**config.mk**
```make
export PLATFORM = sky130hd
export DESIGN_NAME = insn_loader_flat
export DESIGN_NICKNAME = d
export VERILOG_FILES = /design/src/rtl/insn_loader_if.sv /design/src/rtl/insn_loader.sv /design/src/flat_wrapper.sv
export SDC_FILE = /design/constraint.sdc
export NUM_CORES = 1
export LEC_CHECK = 0
export CORE_ASPECT_RATIO = 1.1
export CORE_MARGIN = 2
export CORE_UTILIZATION = 59
export CTS_BUF_LIST = sky130_fd_sc_hd__clkbuf_2 sky130_fd_sc_hd__clkbuf_4 sky130_fd_sc_hd__clkbuf_8
export DETAILED_ROUTE_END_ITERATION = 8
export PLACE_DENSITY_LB_ADDON = 0.1
export SYNTH_ARGS = -nofsm -noshare
export SYNTH_HDL_FRONTEND = slang
export SYNTH_SLANG_ARGS = --single-unit
```
**constraint.sdc**
```tcl
create_clock -name clk -period 2.1 [get_ports clk]
set_input_delay 0.21 -clock clk [delete_from_list [all_inputs] [get_ports clk]]
set_output_delay 0.21 -clock clk [all_outputs]
set_load 0.005 [all_outputs]
```
**src/rtl/insn_loader_if.sv**
```systemverilog
// Byte-stream input and instruction-memory write port of the program loader.
// The byte source drives the master side; the loader sits on the slave side,
// accepting bytes and producing memory writes.
interface insn_loader_if #(
    parameter int unsigned ADDR_WIDTH = 10
);
    logic [7:0]            in_data;
    logic                  in_valid;
    logic                  in_ready;
    logic                  mem_we;
    logic [ADDR_WIDTH-1:0] mem_addr;
    logic [31:0]           mem_wdata;

    modport master (
        output in_data,
        output in_valid,
        input  in_ready,
        input  mem_we,
        input  mem_addr,
        input  mem_wdata
    );

    modport slave (
        input  in_data,
        input  in_valid,
        output in_ready,
        output mem_we,
        output mem_addr,
        output mem_wdata
    );
endinterface

```
**src/rtl/insn_loader.sv**
```systemverilog
// Program loader: parses a framed byte stream (sync, 16-bit word count,
// little-endian words, 8-bit additive checksum), writes each word to
// consecutive instruction-memory addresses from 0 and holds the core in
// reset until the whole image has arrived with a matching checksum.
module insn_loader #(
    parameter int unsigned ADDR_WIDTH = 10,
    parameter logic [7:0]  SYNC_BYTE  = 8'hA5
) (
    input  logic         clk,
    input  logic         reset,
    insn_loader_if.slave bus,
    output logic         core_reset,
    output logic         done,
    output logic         error
);

    // Largest legal word count; the counter is 17 bits so 2^16 fits too.
    localparam logic [16:0] MAX_WORDS = 17'(1) << ADDR_WIDTH;

    typedef enum logic [2:0] {
        ST_IDLE,
        ST_LEN_LO,
        ST_LEN_HI,
        ST_DATA,
        ST_CSUM,
        ST_DONE,
        ST_ERROR
    } state_t;

    state_t                r_state;
    logic [7:0]            r_len_lo;
    logic [16:0]           r_remain;
    logic [ADDR_WIDTH-1:0] r_addr;
    logic [1:0]            r_lane;
    logic [7:0]            r_sum;
    logic [23:0]           r_word;
    logic                  r_we;
    logic [ADDR_WIDTH-1:0] r_waddr;
    logic [31:0]           r_wdata;
    logic                  r_done;
    logic                  r_error;
    logic                  r_core_rst_n;

    logic                  w_ready;
    logic                  w_take;
    logic                  w_sync;
    logic [16:0]           w_len;

    // Running checksum: plain 8-bit add, wrapping modulo 256.
    function automatic logic [7:0] f_sum_add(input logic [7:0] sum,
                                             input logic [7:0] b);
        return sum + b;
    endfunction

    // Place a byte into one of the three lower lanes of the partial word.
    function automatic logic [23:0] f_lane_insert(input logic [23:0] word,
                                                  input logic [1:0]  lane,
                                                  input logic [7:0]  b);
        logic [23:0] res;
        res = word;
        case (lane)
            2'd0:    res = {word[23:8], b};
            2'd1:    res = {word[23:16], b, word[7:0]};
            2'd2:    res = {b, word[15:0]};
            default: res = word;
        endcase
        return res;
    endfunction

    // No back-pressure: the loader keeps up with one byte per cycle.
    assign w_ready = 1'b1;
    assign w_take  = bus.in_valid & w_ready;
    assign w_sync  = (bus.in_data == SYNC_BYTE);
    assign w_len   = {1'b0, bus.in_data, r_len_lo};

    assign bus.in_ready  = w_ready;
    assign bus.mem_we    = r_we;
    assign bus.mem_addr  = r_waddr;
    assign bus.mem_wdata = r_wdata;
    assign core_reset    = r_core_rst_n;
    assign done          = r_done;
    assign error         = r_error;

    // Frame parser FSM with registered write port and status outputs.
    always_ff @(posedge clk) begin
        if (reset) begin
            r_state      <= ST_IDLE;
            r_len_lo     <= 8'd0;
            r_remain     <= 17'd0;
            r_addr       <= '0;
            r_lane       <= 2'd0;
            r_sum        <= 8'd0;
            r_word       <= 24'd0;
            r_we         <= 1'b0;
            r_waddr      <= '0;
            r_wdata      <= 32'd0;
            r_done       <= 1'b0;
            r_error      <= 1'b0;
            r_core_rst_n <= 1'b0;
        end else begin
            // Write strobe is a single-cycle pulse; address/data hold.
            r_we <= 1'b0;
            if (w_take) begin
                unique case (r_state)
                    ST_IDLE: begin
                        if (w_sync) begin
                            r_state <= ST_LEN_LO;
                            r_sum   <= 8'd0;
                        end
                    end
                    ST_LEN_LO: begin
                        r_len_lo <= bus.in_data;
                        r_state  <= ST_LEN_HI;
                    end
                    ST_LEN_HI: begin
                        if (w_len > MAX_WORDS) begin
                            r_state <= ST_ERROR;
                            r_error <= 1'b1;
                        end else if (w_len == 17'd0) begin
                            r_state <= ST_CSUM;
                        end else begin
                            r_state  <= ST_DATA;
                            r_remain <= w_len;
                            r_addr   <= '0;
                            r_lane   <= 2'd0;
                        end
                    end
                    ST_DATA: begin
                        r_sum  <= f_sum_add(r_sum, bus.in_data);
                        r_lane <= r_lane + 2'd1;
                        if (r_lane == 2'd3) begin
                            r_we     <= 1'b1;
                            r_waddr  <= r_addr;
                            r_wdata  <= {bus.in_data, r_word};
                            // Wraps to 0 after a full-size image; harmless
                            // because the FSM leaves DATA on the same byte.
                            r_addr   <= r_addr + 1'b1;
                            r_remain <= r_remain - 17'd1;
                            if (r_remain == 17'd1) begin
                                r_state <= ST_CSUM;
                            end
                        end else begin
                            r_word <= f_lane_insert(r_word, r_lane, bus.in_data);
                        end
                    end
                    ST_CSUM: begin
                        if (bus.in_data == r_sum) begin
                            r_state      <= ST_DONE;
                            r_done       <= 1'b1;
                            r_core_rst_n <= 1'b1;
                        end else begin
                            r_state <= ST_ERROR;
                            r_error <= 1'b1;
                        end
                    end
                    ST_DONE, ST_ERROR: begin
                        // A new sync byte starts a reload and re-holds the core.
                        if (w_sync) begin
                            r_state      <= ST_LEN_LO;
                            r_done       <= 1'b0;
                            r_error      <= 1'b0;
                            r_core_rst_n <= 1'b0;
                            r_sum        <= 8'd0;
                        end
                    end
                    default: begin
                        r_state <= ST_IDLE;
                    end
                endcase
            end
        end
    end

endmodule

```
**src/flat_wrapper.sv**
```systemverilog
// flat-port wrapper written by rule: the top's interface ports become plain ports
module insn_loader_flat 
#(
    parameter int unsigned ADDR_WIDTH = 10,
    parameter logic [7:0]  SYNC_BYTE  = 8'hA5
)
  (clk, reset, core_reset, done, error, bus_in_data, bus_in_valid, bus_in_ready, bus_mem_we, bus_mem_addr, bus_mem_wdata);
  insn_loader_if #(.ADDR_WIDTH(ADDR_WIDTH)) bus_i ();
  input  logic clk;
  input  logic reset;
  output logic core_reset;
  output logic done;
  output logic error;
  input wire logic [$bits(bus_i.in_data)-1:0] bus_in_data;
  input wire logic [$bits(bus_i.in_valid)-1:0] bus_in_valid;
  output wire logic [$bits(bus_i.in_ready)-1:0] bus_in_ready;
  output wire logic [$bits(bus_i.mem_we)-1:0] bus_mem_we;
  output wire logic [$bits(bus_i.mem_addr)-1:0] bus_mem_addr;
  output wire logic [$bits(bus_i.mem_wdata)-1:0] bus_mem_wdata;
  assign bus_i.in_data = bus_in_data;
  assign bus_i.in_valid = bus_in_valid;
  assign bus_in_ready = bus_i.in_ready;
  assign bus_mem_we = bus_i.mem_we;
  assign bus_mem_addr = bus_i.mem_addr;
  assign bus_mem_wdata = bus_i.mem_wdata;
  insn_loader #(.ADDR_WIDTH(ADDR_WIDTH), .SYNC_BYTE(SYNC_BYTE)) u_core (.clk(clk), .reset(reset), .bus(bus_i), .core_reset(core_reset), .done(done), .error(error));
endmodule
```
==> run metrics <==
pre-CTS setup slack -0.4207 ns; minimum clock period 2.063 ns; number of synthesized register bits 117; starting DRC count in detailed routing 416; final worst setup slack 0.03664 ns; vias in the first global route around 5200; fmax 484.6 MHz; gr usage total 0.3153; number of flops mapped to enable cells by yosys 0; dpl hpwl 10750 um; R2R depth 5; Clock Tree Root clkbuf_8; Seq/Total Area, Yosys 0.4230; final WL 15940 um; Post-CTS Setup Repair Bufs 0; crit path max fanout 10; pin count of the biggest net entering global routing 51; htree depth 4; Max Root-Sink Buffers 2; CP arrival 2.34 ns; hold_sp reset; final hold viol count 0; gpl congestion 0.9202; Ys Warns 0; number of setup violations in the final report 0; vias per inst 6.149; total CTS buffers 17; io pins 58; max-capacitance violation count 0; Num Clock Sinks 117; skew final 0.009750 ns; placed insts 888; fraction of registers with async set or reset after synthesis 0; endpoint of the worst hold path u_core.r_sum[2]$_SDFFE_PP0P_; routed vias 5657; die width between 90 and 100 um; # diodes 0; row cnt 37; Critical Path Start Type input port; P per Cell Area 695.3 nW/um2; First-pass DRT Iterations 5; Core Region 9259 um2; fin cells 920; Worst-Skew Late Latency 0.43 ns; Max Slew Vio Count 0; number of port buffers 56; Leak 2.470 nW; Tcrit/Tclk final 0.9826; Peak VDD IR 0.4078 mV; layout cells sized above 1 0.1482; gr ovfl total 0; Slew HR 0.6473; Fill cells 730; reg-to-reg setup timing slack 0.07 ns; CP required between 2 and 2.5 ns; HP Class input port to flip-flop; Synth Cell Area around 5500 um2; status finished, final reports clean; FF-to-FF End u_core.r_remain[0]$_SDFFE_PP0P_; Layout area overhead 26.50%; initial core utilization 0.5981; first-pass GRT wire length 24870 um; Avg Cell Area, Syn between 7 and 8 um2; worst r2r src u_core.r_len_lo[6]$_SDFFE_PP0P_; die footprint 10180 um2; initial antenna violation count 0; fin nets 817; routed len/inst 17.33 um; Worst Tran Pin Value 0.5290 ns; Crit. End Element flip-flop; Die Height 105.6 um; cells after synthesis 700; CTS tree yes; DRT antenna net count 0; Worst Setup Path Type input port to flip-flop; WHS Path Cells 2; clock transition at the registers of the reported paths approximately 0.08 ns; Yosys cell types 64; Synthesized Nets 727; DRC Markers 0; Primary FF master, synth dfxtp_1
==> what timing repair did <==
item / in CTS / in global routing
gates resized for setup: 0 / 7
hold buffers: 0 / 0
endpoints found under the setup margin: 0 / 23
endpoints found under the hold margin: 0 / 0
==> cell usage after synthesis (3+ instances only) <==
cell type | n | area [um2]
a21oi_1 | 108 | 540.5
xnor2_1 | 5 | 43.79
inv_1 | 17 | 63.81
and2_1 | 3 | 18.77
o31ai_1 | 5 | 37.54
nor2_1 | 53 | 198.9
nand2_1 | 134 | 503.0
and3_1 | 7 | 43.79
ha_1 | 15 | 187.7
a21o_1 | 4 | 30.03
nor3_1 | 10 | 50.05
nand3_1 | 23 | 115.1
or3_1 | 7 | 43.79
clkbuf_1 | 38 | 142.6
o211ai_1 | 5 | 37.54
xor2_1 | 3 | 26.28
dfxtp_1 | 117 | 2342
o21ai_0 | 11 | 55.05
buf_2 | 7 | 35.03
a311oi_1 | 9 | 78.83
a22oi_1 | 5 | 37.54
a31oi_1 | 7 | 43.79
nor4_1 | 11 | 68.82
and4_1 | 3 | 26.28
buf_1 | 7 | 26.28
mux2i_1 | 11 | 110.1
nor3b_1 | 9 | 67.56
nand4_1 | 9 | 56.30
o32ai_1 | 10 | 87.58
==> metal layers <==
metal / vias up / part of all wire / global-route usage
met5: - / 0 / 0
met2: 238 / 0.51 / 0.5347
met4: 0 / 0.032 / 0.1328
met1: 2700 / 0.40 / 0.3761
met3: 57 / 0.062 / 0.07362
li1: 2662 / - / -
==> cells in the final DEF (no fill, tap or decap), types with 3 or more instances in the layout <==
master and count:
and4_1 3, a21o_1 4, clkbuf_8 19, a21oi_1 108, clkinv_4 5, dfxtp_1 117, nand3_1 23, buf_12 3
xnor2_1 5, clkinvlp_4 3, nand2_1 133, o211ai_1 5, nor3b_1 8, ha_1 15, nand4_1 9, or3_1 6
clkdlybuf4s50_1 55, nor2_1 52, inv_1 17, xor2_1 3, mux2i_1 11, nor4_2 3, nor3_1 10, o31ai_1 5
nor4_1 8, o32ai_1 10, a31oi_1 7, buf_4 69, and3_1 7, a22oi_1 5, o21ai_0 11, a311oi_1 9
==> logic make-up (layout without fill, tap and decap cells) <==
logic type               after synthesis  in the layout  synth area share
adder cells (fa/ha/maj)               16             16           0.03751
other                                  1              1         0.0006772
multiplexers                          12             12           0.02192
AND/OR/NAND/NOR                      284            284            0.2397
flip-flops                           117            117            0.4230
AO/OA/AOI/OAI                        189            189            0.2106
XOR/XNOR                               8              8           0.01265
buffers and inverters                 73            176           0.05400
==> final cells by class <==
cell class                 instances  area (um2)  share of cell area
multi-input combinational        510        2937              0.4192
inverter                          17       63.81            0.009109
tap                              117       146.4             0.02090
timing repair buffer             127        1129              0.1611
clock buffer                      19       261.5             0.03733
sequential                       117        2342              0.3343
clock inverter                    13       126.4             0.01804
==> metrics by stage <==
| stage | utilization | area [um2] | hold WS (ns) | setup TNS (ns) | power (mW) |
|---|---|---|---|---|---|
| floorplan | - | 5538 | 0.3460 | 0 | 2.674 |
| global placement | 0.7115 | 6588 | 0.4381 | -10.92 | 2.883 |
| detailed placement | 0.7115 | 6588 | 0.4453 | -13.34 | 2.890 |
| CTS | 0.7534 | 6975 | 0.1065 | 0 | 4.858 |
| global route | 0.7566 | 7005 | 0.1290 | -0.01521 | 5.008 |
| finish | 0.7566 | 7005 | 0.1177 | 0 | 4.871 |
==> worst max-delay path: stages <==
cell and delay (ns):
clkdlybuf4s50_1 0.54, or3_4 0.50, or2_1 0.26, o31a_1 0.38, nor2_4 0.27, a311oi_1 0.18
==> sequential cells by signal (all words and copies together), names as in the netlist, 2 cells and up <==
signal                flops
u_core.bus.mem_wdata     32
u_core.r_word            24
u_core.r_remain          17
u_core.bus.mem_addr      10
u_core.r_addr            10
u_core.r_len_lo           8
u_core.r_sum              8
u_core.r_state            3
u_core.r_lane             2
==> worst max-delay path by stage <==
stage / endpoint / cells past startpoint / startpoint / slack (ns)
floorplan: u_core.r_remain[12]$_SDFFE_PP0P_ / 6 / bus_in_data[0] / 0.18
global placement: u_core.r_addr[9]$_SDFFE_PP0P_ / 6 / bus_in_data[3] / -0.33
detailed placement: u_core.r_addr[9]$_SDFFE_PP0P_ / 6 / bus_in_data[3] / -0.42
CTS: u_core.r_addr[3]$_SDFFE_PP0P_ / 6 / bus_in_data[3] / 0.02
global route: u_core.r_addr[3]$_SDFFE_PP0P_ / 6 / bus_in_data[3] / -0.009
finish: u_core.r_addr[3]$_SDFFE_PP0P_ / 6 / bus_in_data[3] / 0.04
==> power by group <==
group	leakage [nW]	internal (mW)	switching, mW
clock network	0.190	1.01	0.991
logic	1.34	0.243	0.343
registers	0.942	2.25	0.0317
total	2.47	3.51	1.37
(Power assumes the default switching activity.)
